==> config.mk <==
export PLATFORM = sky130hd
export DESIGN_NAME = gpc23_accum
export DESIGN_NICKNAME = d
export VERILOG_FILES = /design/src/rtl/gpc23_accum.sv
export SDC_FILE = /design/constraint.sdc
export NUM_CORES = 1
export LEC_CHECK = 0
export ABC_AREA = 1
export BUFFER_PORTS_ARGS = -buffer_cell sky130_fd_sc_hd__buf_2
export CORE_UTILIZATION = 55
export DETAILED_ROUTE_END_ITERATION = 10
export GPL_TIMING_DRIVEN = 0
export PLACE_DENSITY = 0.83
export SKIP_LAST_GASP = 1
export SLEW_MARGIN = 20
export SYNTH_ARGS = -nofsm -noshare
export SYNTH_HDL_FRONTEND = slang
export SYNTH_HIERARCHICAL = 1
export SYNTH_SLANG_ARGS = --single-unit
==> constraint.sdc <==
create_clock -name clk -period 4.5 [get_ports clk]
set_clock_uncertainty 0.15 [all_clocks]
set_input_delay 0.225 -clock clk [delete_from_list [all_inputs] [get_ports clk]]
set_output_delay 0.225 -clock clk [all_outputs]
set_load 0.01 [all_outputs]
==> src/rtl/gpc23_accum.sv <==
// Frame accumulator for LANES parallel gpc23_3 (3,2)->3 compressors.
// It has a two-register pipeline: the beat-sum register, then the frame accumulator and output register.
module gpc23_3 (
    input  logic [2:0] src0,
    input  logic [1:0] src1,
    output logic [2:0] dst
);
    // Weighted count: each src0 bit counts as 1 and each src1 bit counts as 2.
    always_comb begin
        dst = {2'b00, src0[0]} + {2'b00, src0[1]} + {2'b00, src0[2]}
            + {1'b0, src1[0], 1'b0} + {1'b0, src1[1], 1'b0};
    end
endmodule

module gpc23_accum #(
    parameter int LANES = 4,
    parameter int ACC_W = 16
) (
    input  logic                 clk,
    input  logic                 rst,
    input  logic [3*LANES-1:0]   in_src0,
    input  logic [2*LANES-1:0]   in_src1,
    input  logic                 in_valid,
    input  logic                 in_last,
    output logic                 in_ready,
    output logic [ACC_W-1:0]     out_sum,
    output logic                 out_ovf,
    output logic                 out_valid,
    input  logic                 out_ready
);
    localparam int BW = 3 + $clog2(LANES);

    logic [2:0]       lane_dst_s [LANES];
    logic [BW-1:0]    beat_sum_s;
    logic             s1_valid_r;
    logic             s1_last_r;
    logic [BW-1:0]    s1_sum_r;
    logic [ACC_W-1:0] acc_r;
    logic             acc_ovf_r;
    logic [ACC_W:0]   next_s;
    logic             wrap_s;
    logic             stall_s;
    logic             s1_fire_s;
    logic             accept_s;

    for (genvar k = 0; k < LANES; k++) begin : g_lane
        gpc23_3 u_gpc (
            .src0 (in_src0[3*k +: 3]),
            .src1 (in_src1[2*k +: 2]),
            .dst  (lane_dst_s[k])
        );
    end

    // Add up the lane results. BW bits hold the largest possible total, 7*LANES.
    always_comb begin
        beat_sum_s = '0;
        for (int k = 0; k < LANES; k++) begin
            beat_sum_s = beat_sum_s + BW'(lane_dst_s[k]);
        end
    end

    // Handshake terms. Stage 1 may refill on the same edge it drains.
    always_comb begin
        stall_s   = out_valid && !out_ready;
        s1_fire_s = s1_valid_r && !stall_s;
        in_ready  = !s1_valid_r || !stall_s;
        accept_s  = in_valid && in_ready;
        next_s    = {1'b0, acc_r} + (ACC_W + 1)'(s1_sum_r);
        wrap_s    = next_s[ACC_W];
    end

    // Stage 1: the beat-sum register.
    always_ff @(posedge clk) begin
        if (rst) begin
            s1_valid_r <= 1'b0;
            s1_last_r  <= 1'b0;
            s1_sum_r   <= '0;
        end else if (accept_s) begin
            s1_valid_r <= 1'b1;
            s1_last_r  <= in_last;
            s1_sum_r   <= beat_sum_s;
        end else if (s1_fire_s) begin
            s1_valid_r <= 1'b0;
        end
    end

    // Stage 2: the frame accumulator. It is cleared when the last beat of a frame fires.
    always_ff @(posedge clk) begin
        if (rst) begin
            acc_r     <= '0;
            acc_ovf_r <= 1'b0;
        end else if (s1_fire_s) begin
            if (s1_last_r) begin
                acc_r     <= '0;
                acc_ovf_r <= 1'b0;
            end else begin
                acc_r     <= next_s[ACC_W-1:0];
                acc_ovf_r <= acc_ovf_r | wrap_s;
            end
        end
    end

    // Output register. Loading a new frame takes priority over the consumer's accept.
    always_ff @(posedge clk) begin
        if (rst) begin
            out_valid <= 1'b0;
            out_sum   <= '0;
            out_ovf   <= 1'b0;
        end else if (s1_fire_s && s1_last_r) begin
            out_valid <= 1'b1;
            out_sum   <= next_s[ACC_W-1:0];
            out_ovf   <= acc_ovf_r | wrap_s;
        end else if (out_valid && out_ready) begin
            out_valid <= 1'b0;
        end
    end
endmodule
==> results.tsv, run 1 <==
stage	metric	value	unit
run_status	run_status	complete, no violations	
critical_path	worst_setup_path_endpoint	s1_sum_r[3]	
cts	cts.htree.levels	2	
logic_synthesis	synth_cell_types	26	
floorplan	floorplan.initialDensity	0.5805	
finish	antennaDiodeCount	0	
finish	final_util	0.6641	
logic_synthesis	synthesis.nets	399	
placement	globalplace.congestion	0.9002	
global_routing	overflow	0	
logic_synthesis	number_of_enable_type_register_cells_in_the_synthesized_netlist	0	
logic_synthesis	synth_area_leaders	dfxtp_1 (33%), nand2_1 (14%), fa_1 (12%), inv_1 (9.5%), nand3_1 (8.2%)	
sta	tightest_slew	537.7	ps
finish	area_overhead_of_the_layout_relative_to_synthesis	14.40	%
logic_synthesis	ys_seq_elements	42	
cts	insertion_delay	300	ps
sta	fin_tns_setup	0	ps
route	wl_per_cell	11.75	um
floorplan	ioPinCount	44	
cts	cts_resized	0	
critical_path	crit-reg2reg-capture	acc_r[14]	
global_routing	grt_max_degree	16	
cts	cts_hold_buf	0	
logic_synthesis	netlist_instances	350	
cts	cts_made_buffers	5	
logic_synthesis	most_numerous_cell_types_in_the_synthesized_netlist	nand2_1 (97), inv_1 (65), dfxtp_1 (42), nand3_1 (42), a21oi_1 (21)	
critical_path	r2r_start	s1_sum_r[0]	
route	via_count	2299	
finish	layout.cell_area.non_filler	2932	um2
sta	finalWorstPathRequiredPeriod	3165	ps
floorplan	dieArea	4936	um2
logic_synthesis	synth_async_sr_flop_share	0	
logic_synthesis	ys.flop_type	dfxtp_1	
logic_synthesis	syn-cell-area	2562	um2
logic_synthesis	yosysWarnings	6	
sta	report.final.hold_viol_count	0	
cts	cts.root.buffer_cell	clkbuf_8	
route	drt-vias-per-instance	5.086	
sta	timing.final.crit_share	0.7034	
logic_synthesis	ys_seq_area_frac	0.3281	
logic_synthesis	synth_top_area_share	0.3281	
critical_path	reg2reg_slack	2530	ps
route	drt_first_iter_violations	113	
global_routing	grt_pass1_vias	2152	
cts	clock_path_buffers	2	
logic_synthesis	post_synth.cell_area_avg	7.321	um2
critical_path	worst_setup_path_startpoint	in_src0[6]	
global_routing	grt_use_total	0.2377	
sta	maxSlewViolCount	0	
critical_path	setup.worst_path.start_class	input port	
power_and_ir_drop	max-vdd-ir-drop	0.1988	mV
critical_path	cp.required	4580	ps
critical_path	critical_path.endpoint_type	flop	
finish	final-instance-count-excl-fill	452	
run	drv_cap	0	
logic_synthesis	netlist.top_cell.by_area	dfxtp_1	
cts	clock_sinks	42	
route	drt_drc_violations_left	0	
route	finalWirelength	5311	um
floorplan	overall_die_width	70.26	um
power_and_ir_drop	power.density	301.6	nW/um2
cts	clock_pin_slew_worst_setup_and_hold_paths	90	ps
finish	fin_nets	448	
critical_path	timing.critical_path.arrival	3250	ps
global_routing	grt_pass1_wl	9273	um
floorplan	rows	24	
min_path	worst_hold_path_type	input port to flop	
critical_path	reg2regPathDepth	10	
sta	timing.max_slew.rel_slack	0.6416	
sta	rsz0062_at_grt	false	
critical_path	worstPathMaxFanout	2	
power_and_ir_drop	leakage	1.593	nW
route	first_pass_iters	4	
placement	dpl-instance-area	2838	um2
sta	achievable-frequency	0.3159	GHz
floorplan	die_span_in_y	70.26	um
logic_synthesis	yosys.cell_count.top_type	nand2_1	
placement	numPortBuffers	42	
cts	tritoncts	done	
route	route.antenna.remaining_nets	0	
floorplan	floorplan.core_area	4414	um2
critical_path	timing_worst_setup_path_type	input port to flop	
finish	drive_gt1_frac	0.1750	
cts	cts_setup_buffers	0	
placement	placedCellCount	444	
power_and_ir_drop	power.total	0.8843	mW
sta	final-setup-viol-count	0	
placement	place.detailed.hpwl	4267	um
global_routing	antenna_found_initial	0	
==> state kept, by name, indices dropped and copies added, names as in the netlist <==
signal      flops
acc_ovf_r       1
acc_r          16
out_ovf         1
out_sum        16
out_valid       1
s1_last_r       1
s1_sum_r        5
s1_valid_r      1
==> worst min-delay path by stage <==
| stage | from | endpoint | slack [ps] | depth (start not counted) |
|---|---|---|---|---|
| after floorplan | in_last | s1_last_r | 270 | 2 |
| after global placement | out_sum[1] | out_sum[1] | 280 | 2 |
| after detailed placement | out_sum[1] | out_sum[1] | 290 | 2 |
| after CTS | in_last | s1_last_r | 50 | 3 |
| after global routing | rst | s1_valid_r | 100 | 2 |
| final | in_last | s1_last_r | 50 | 3 |
==> cell type report <==
cell class | count | area, um2
plain buffers | 7 | 58.81
clock buffers | 5 | 68.82
clock inverters | 3 | 25.02
fillers | 402 | 1483
inverters | 68 | 255.2
multi-input cells | 233 | 1408
flip-flops and latches | 42 | 840.8
well taps | 52 | 65.06
repair buffers | 42 | 210.2
==> per-layer routing <==
layer / part of all wire / track usage / up-vias
li1: - / - / 1186
met1: 0.45 / 0.2872 / 1054
met2: 0.50 / 0.4233 / 51
met3: 0.040 / 0.04906 / 8
met4: 0.012 / 0.06667 / 0
met5: 0 / 0 / -
==> where the power goes <==
group          total, mW  internal [mW]  leakage (nW)  switching [mW]
combinational      0.230         0.0969          1.21           0.133
sequential         0.402          0.389         0.340          0.0128
clock              0.252          0.112        0.0447           0.140
total              0.884          0.598          1.59           0.286
==> through the flow <==
| step | setup slack [ps] | hold slack [ps] |
|---|---|---|
| floorplan | 1223 | 266.9 |
| global placement | 1057 | 276.1 |
| detailed placement | 1025 | 285.4 |
| CTS | 1337 | 45.12 |
| global route | 1204 | 96.70 |
| finish | 1335 | 53.35 |
==> logic make-up (layout without fill, tap and decap cells) <==
family | count (synthesis) | in the layout | share of synthesized area
AOI/OAI and AO/OA | 37 | 37 | 0.08008
adders and majority gates | 24 | 24 | 0.1611
DFF | 42 | 42 | 0.3281
and+or+nand+nor | 168 | 168 | 0.2944
xor gates and xnor gates | 4 | 4 | 0.01367
buffers and inverters | 75 | 125 | 0.1226
==> critical path, cell delays in order <==
cell     delay, ps
buf_2           80
inv_1           50
fa_1           440
fa_1           490
inv_1           50
fa_1           470
fa_1           520
ha_1           170
inv_1           60
fa_1           380
xor2_1         170
a21oi_1        140
==> cells in the final DEF (no fill, tap or decap), types with 8 or more instances in the layout <==
master / count
inv_1: 65
a21oi_1: 21
nand3_1: 42
nor2_1: 13
fa_1: 15
dfxtp_1: 42
o21ai_0: 8
nand2_1: 97
ha_1: 9
buf_2: 44
Note: power is estimated with default switching activity, not from simulation.
==> run 2: changes to the inputs <==
- CORE_UTILIZATION: 55 -> 51
- PLACE_DENSITY: 0.83 -> 0.81
- clock period: 4.5 -> 2.6 ns (I/O delays scaled with it)
==> results.tsv, run 2 (same netlist as run 1, synthesis figures left out) <==
stage	metric	value	unit
sta	rsz0062_at_grt	true	
floorplan	rows	25	
placement	place.detailed.hpwl	4152	um
finish	top_regs	acc_r (16), out_sum (16), s1_sum_r (5)	
cts	clock_path_buffers	2	
floorplan	floorplan.initialDensity	0.5354	
critical_path	crit-reg2reg-capture	acc_r[14]	
critical_path	critical_path.endpoint_type	flop	
floorplan	overall_die_width	72.89	um
global_routing	grt_pass1_wl	9377	um
critical_path	cp.required	2640	ps
run	drv_cap	0	
sta	maxSlewViolCount	0	
finish	multiInputGateArea	1446	um2
sta	final-setup-viol-count	3	
critical_path	timing_worst_setup_path_type	input port to flop	
route	drt_drc_violations_left	0	
global_routing	antenna_found_initial	0	
finish	seqCellArea	840.8	um2
finish	n_fill_cell	419	
route	route.antenna.remaining_nets	0	
sta	timing.max_slew.rel_slack	0.6790	
placement	globalplace.congestion	0.9224	
run_status	failing_checks	setup timing	
cts	clock_sinks	42	
critical_path	setup.worst_path.start_class	input port	
cts	cts.htree.levels	2	
power_and_ir_drop	pwr-share-comb	0.296	
sta	tightest_slew	481.5	ps
power_and_ir_drop	max-vdd-ir-drop	0.4559	mV
power_and_ir_drop	power_frac_seq	0.430	
floorplan	floorplan.core_area	4786	um2
route	via_count	2350	
route	finalWirelength	5302	um
cts	cts.root.buffer_cell	clkbuf_8	
critical_path	r2r_start	s1_sum_r[0]	
finish	drive_gt1_frac	0.2153	
sta	achievable-frequency	0.3473	GHz
global_routing	grt_max_degree	16	
route	drt-vias-per-instance	4.989	
cts	cts_made_buffers	5	
finish	layout.cells.most_common_list	nand2_1 (97), inv_1 (57), nand3_1 (42), dfxtp_1 (42), buf_2 (41)	
power_and_ir_drop	clock_power_share	0.274	
power_and_ir_drop	total_switching_power	0.5315	mW
cts	tritoncts	done	
critical_path	reg2reg_slack	580	ps
finish	area_overhead_of_the_layout_relative_to_synthesis	19.24	%
floorplan	dieArea	5312	um2
finish	final_util	0.6384	
critical_path	worst_setup_path_endpoint	s1_sum_r[2]	
global_routing	grt_pass1_vias	2211	
route	drt_first_iter_violations	134	
critical_path	worst_setup_path_startpoint	in_src0[9]	
sta	timing.final.crit_share	1.107	
placement	numPortBuffers	42	
sta	finalWorstPathRequiredPeriod	2879	ps
min_path	worst_hold_path_type	input port to flop	
critical_path	timing.critical_path.arrival	2920	ps
finish	final-instance-count-excl-fill	471	
finish	antennaDiodeCount	0	
global_routing	overflow	0	
floorplan	ioPinCount	44	
placement	placedCellCount	459	
run_status	run_status	finished with violations	
cts	clock_pin_slew_worst_setup_and_hold_paths	90	ps
route	first_pass_iters	5	
sta	report.final.hold_viol_count	0	
power_and_ir_drop	netSwitchingFraction	0.3282	
floorplan	die_span_in_y	72.89	um
finish	final_common_cell	nand2_1	
critical_path	worstPathMaxFanout	2	
sta	postLayoutSetupSlackWorst	-279.4	ps
critical_path	reg2regPathDepth	10	
power_and_ir_drop	power.density	530.0	nW/um2
finish	fin_nets	452	
power_and_ir_drop	leakage	1.606	nW
power_and_ir_drop	internal_power	1.088	mW
global_routing	grt_use_total	0.2296	
route	wl_per_cell	11.26	um
cts	insertion_delay	300	ps
[run 2: cell types whose count changed in the layout (fill, tap and decap cells not counted), sizes merged]
cell         delta
buf             +2
clkinv          -1
clkinvlp        +1
dlygate4sd3     +2
[run 2: metal layers]
layer,global-route usage,routed length (um),share of wire
met1,0.2867,2356,0.44
met2,0.3863,2576,0.49
met3,0.04696,264,0.050
met4,0.09586,105,0.020
met5,0,0,0
[run 2: worst min-delay path by stage]
stage,start,slack [ps],cells after the start,endpoint
after floorplan,in_last,170,2,s1_last_r
after global placement,in_last,260,3,s1_last_r
after detailed placement,out_sum[1],280,2,out_sum[1]
after CTS,in_valid,70,3,s1_valid_r
after global routing,in_valid,90,3,s1_last_r
final,in_valid,80,3,s1_valid_r
[run 2: worst max-delay path, cell delays in order]
cell and delay, ps:
buf_2 80, inv_1 50, fa_2 380, fa_1 480
inv_1 50, fa_1 450, fa_1 540, ha_4 150
inv_2 40, fa_2 520, a21oi_2 50
[run 2: area by class of cell]
cell class	instances	share of cell area
Buffer	7	0.01925
Clock buffer	5	0.02252
Clock inverter	3	0.007781
Inverter	68	0.08681
Multi-Input combinational cell	233	0.4734
Sequential cell	42	0.2752
Tap cell	67	0.02744
Timing Repair Buffer	46	0.08763
[run 2: repair_timing]
item / 4_1_cts / 5_1_grt
endpoints found under the hold margin: 8 / 0
gates resized for setup: 4 / 6
endpoints found under the setup margin: 2 / 4
pin swaps: 0 / 4
setup buffers: 1 / 1
hold buffers: 2 / 0
[run 2: through the flow]
step | setup slack, ps | power, mW | instance area [um2] | TNS [ps] | hold WS [ps]
5_1_grt | -399.1 | 1.739 | 3055 | -943.3 | 90.95
3_3_place_gp | -657.3 | 1.137 | 2902 | -1866 | 257.3
3_5_place_dp | -692.7 | 1.163 | 2902 | -1984 | 278.1
4_1_cts | -306.1 | 1.613 | 3038 | -600.5 | 67.73
2_1_floorplan | -430.0 | 1.050 | 2608 | -995.4 | 172.2
6_report | -279.4 | 1.619 | 3055 | -622.9 | 77.92
[run 2: power groups by stage]
stage	Clock, mW	Combinational (mW)	Sequential (mW)
after floorplan	0	0.343	0.708
after global placement	0	0.427	0.710
after detailed placement	0	0.452	0.711
after CTS	0.454	0.463	0.696
after global routing	0.481	0.557	0.700
final	0.444	0.480	0.696
==> run 3: changes to the inputs <==
==> constraint.sdc (replaced) <==
create_clock -name clk -period 2.6 [get_ports clk]
set_clock_uncertainty 0.15 [all_clocks]
set_input_delay 0.52 -clock clk [delete_from_list [all_inputs] [get_ports clk]]
set_output_delay 0.52 -clock clk [all_outputs]
set_load 0.01 [all_outputs]
==> results.tsv, run 3 (same netlist as run 1, synthesis figures left out) <==
stage	metric	value	unit
finish	drive_gt1_frac	0.2219	
sta	postLayoutSetupSlackWorst	-663.0	ps
cts	cts.htree.levels	2	
route	drt_drc_violations_left	0	
cts	clock_path_buffers	2	
floorplan	overall_die_width	72.89	um
critical_path	timing_worst_setup_path_type	input port to flop	
global_routing	grt_pass1_wl	9425	um
route	wl_per_cell	11.24	um
placement	place.detailed.hpwl	4152	um
sta	report.final.hold_viol_count	0	
power_and_ir_drop	internal_power	1.093	mW
sta	final-setup-viol-count	4	
floorplan	floorplan.core_area	4786	um2
placement	globalplace.congestion	0.9224	
sta	tightest_slew	488.8	ps
global_routing	overflow	0	
cts	cts_made_buffers	5	
critical_path	critical_path.endpoint_type	flop	
finish	top_regs	acc_r (16), out_sum (16), s1_sum_r (5)	
finish	layout.cell_area.non_filler	3037	um2
sta	achievable-frequency	0.3065	GHz
route	drt-vias-per-instance	4.987	
power_and_ir_drop	pwr-share-comb	0.302	
power_and_ir_drop	netSwitchingFraction	0.3294	
cts	cts.root.buffer_cell	clkbuf_8	
floorplan	ioPinCount	44	
floorplan	rows	25	
critical_path	setup.worst_path.start_class	input port	
global_routing	grt_use_total	0.2307	
finish	fin_nets	449	
placement	numPortBuffers	42	
global_routing	antenna_found_initial	0	
cts	tritoncts	done	
min_path	worst_hold_path_type	flop to flop	
global_routing	grt_max_degree	16	
finish	layout.cells.most_common_list	nand2_1 (97), inv_1 (56), dfxtp_1 (42)	
cts	clock_pin_slew_worst_setup_and_hold_paths	80	ps
cts	insertion_delay	300	ps
floorplan	floorplan.initialDensity	0.5354	
sta	maxSlewViolCount	0	
run_status	run_status	finished with violations	
power_and_ir_drop	total_switching_power	0.5368	mW
route	drt_first_iter_violations	132	
floorplan	die_span_in_y	72.89	um
route	first_pass_iters	5	
finish	final-instance-count-excl-fill	468	
critical_path	cp.required	2640	ps
placement	dpl-instance-area	2902	um2
finish	area_overhead_of_the_layout_relative_to_synthesis	18.51	%
power_and_ir_drop	power_frac_seq	0.427	
sta	timing.final.crit_share	1.255	
power_and_ir_drop	max-vdd-ir-drop	0.5056	mV
power_and_ir_drop	clock_power_share	0.271	
cts	clock_sinks	42	
route	via_count	2334	
critical_path	timing.critical_path.arrival	3300	ps
sta	rsz0062_at_grt	true	
critical_path	worstPathMaxFanout	2	
power_and_ir_drop	power.density	536.6	nW/um2
route	route.antenna.remaining_nets	0	
run	drv_cap	0	
global_routing	grt_pass1_vias	2220	
cts	cts_hold_buf	0	
sta	finalWorstPathRequiredPeriod	3263	ps
finish	n_fill_cell	419	
route	finalWirelength	5259	um
floorplan	dieArea	5312	um2
finish	antennaDiodeCount	0	
run_status	failing_checks	setup timing	
sta	timing.max_slew.rel_slack	0.6742	
finish	final_common_cell	nand2_1	
power_and_ir_drop	leakage	1.593	nW
placement	placedCellCount	459	
==> run 3: changes by cell type in the layout (fill, tap and decap cells not counted), sizes merged <==
cell,previous run,this run
buf,50,49
dlygate4sd3,2,0
==> run 3: routing by layer <==
layer,vias to the layer above,part of all wire,global-route usage
met2,64,0.49,0.3894
li1,1187,-,-
met1,1072,0.44,0.2876
met4,0,0.020,0.09586
met5,-,0,0
met3,11,0.050,0.04696
==> run 3: final cells by class <==
class / instances / area, um2 / area share
Tap cell: 67 / 83.83 / 0.02761
Timing Repair Buffer: 43 / 240.2 / 0.07911
Clock buffer: 5 / 68.82 / 0.02266
Buffer: 7 / 58.81 / 0.01937
Inverter: 68 / 265.3 / 0.08735
Sequential cell: 42 / 840.8 / 0.2769
Multi-Input combinational cell: 233 / 1455 / 0.4792
Clock inverter: 3 / 23.77 / 0.007829
==> run 3: critical path, cell delays in order <==
cell,delay (ps)
buf_6,80
inv_4,30
fa_2,370
fa_1,500
inv_2,40
fa_1,480
fa_1,540
ha_4,150
inv_2,30
fa_2,520
a21oi_2,50
==> run 3: worst paths after layout <==
kind | slack [ps] | end | depth (start not counted) | startpoint
worst max register to register | 580 | acc_r[14] | 10 | s1_sum_r[0]
worst max-delay path | -660 | s1_sum_r[2] | 11 | in_src0[3]
worst min register to register | 290 | out_sum[1] | 2 | out_sum[1]
worst min-delay path | 290 | out_sum[1] | 2 | out_sum[1]
==> run 3: stage by stage <==
| step | power [mW] | util | setup TNS, ps | setup slack [ps] | hold slack, ps |
|---|---|---|---|---|---|
| floorplan | 1.050 | - | -2555 | -820.0 | 297.3 |
| global placement | 1.137 | 0.6063 | -3426 | -1047 | 275.8 |
| detailed placement | 1.163 | 0.6063 | -3544 | -1083 | 278.1 |
| CTS | 1.622 | 0.6316 | -2037 | -696.1 | 298.0 |
| global route | 1.756 | 0.6345 | -2377 | -780.5 | 317.4 |
| finish | 1.630 | 0.6345 | -1940 | -663.0 | 293.3 |
==> run 3: timing repair <==
| action | CTS | global route |
|---|---|---|
| gates cloned | 0 | 0 |
| pin swaps | 1 | 6 |
| gates resized for setup | 5 | 8 |
| setup endpoints to repair | 4 | 4 |
| setup buffers | 1 | 1 |
==> run 3: power groups by stage <==
stage	Combinational, mW	Clock, mW	Sequential, mW
final	0.492	0.441	0.696
after global routing	0.574	0.481	0.700
after CTS	0.471	0.454	0.696
after detailed placement	0.452	0	0.711
after global placement	0.427	0	0.710
after floorplan	0.343	0	0.708
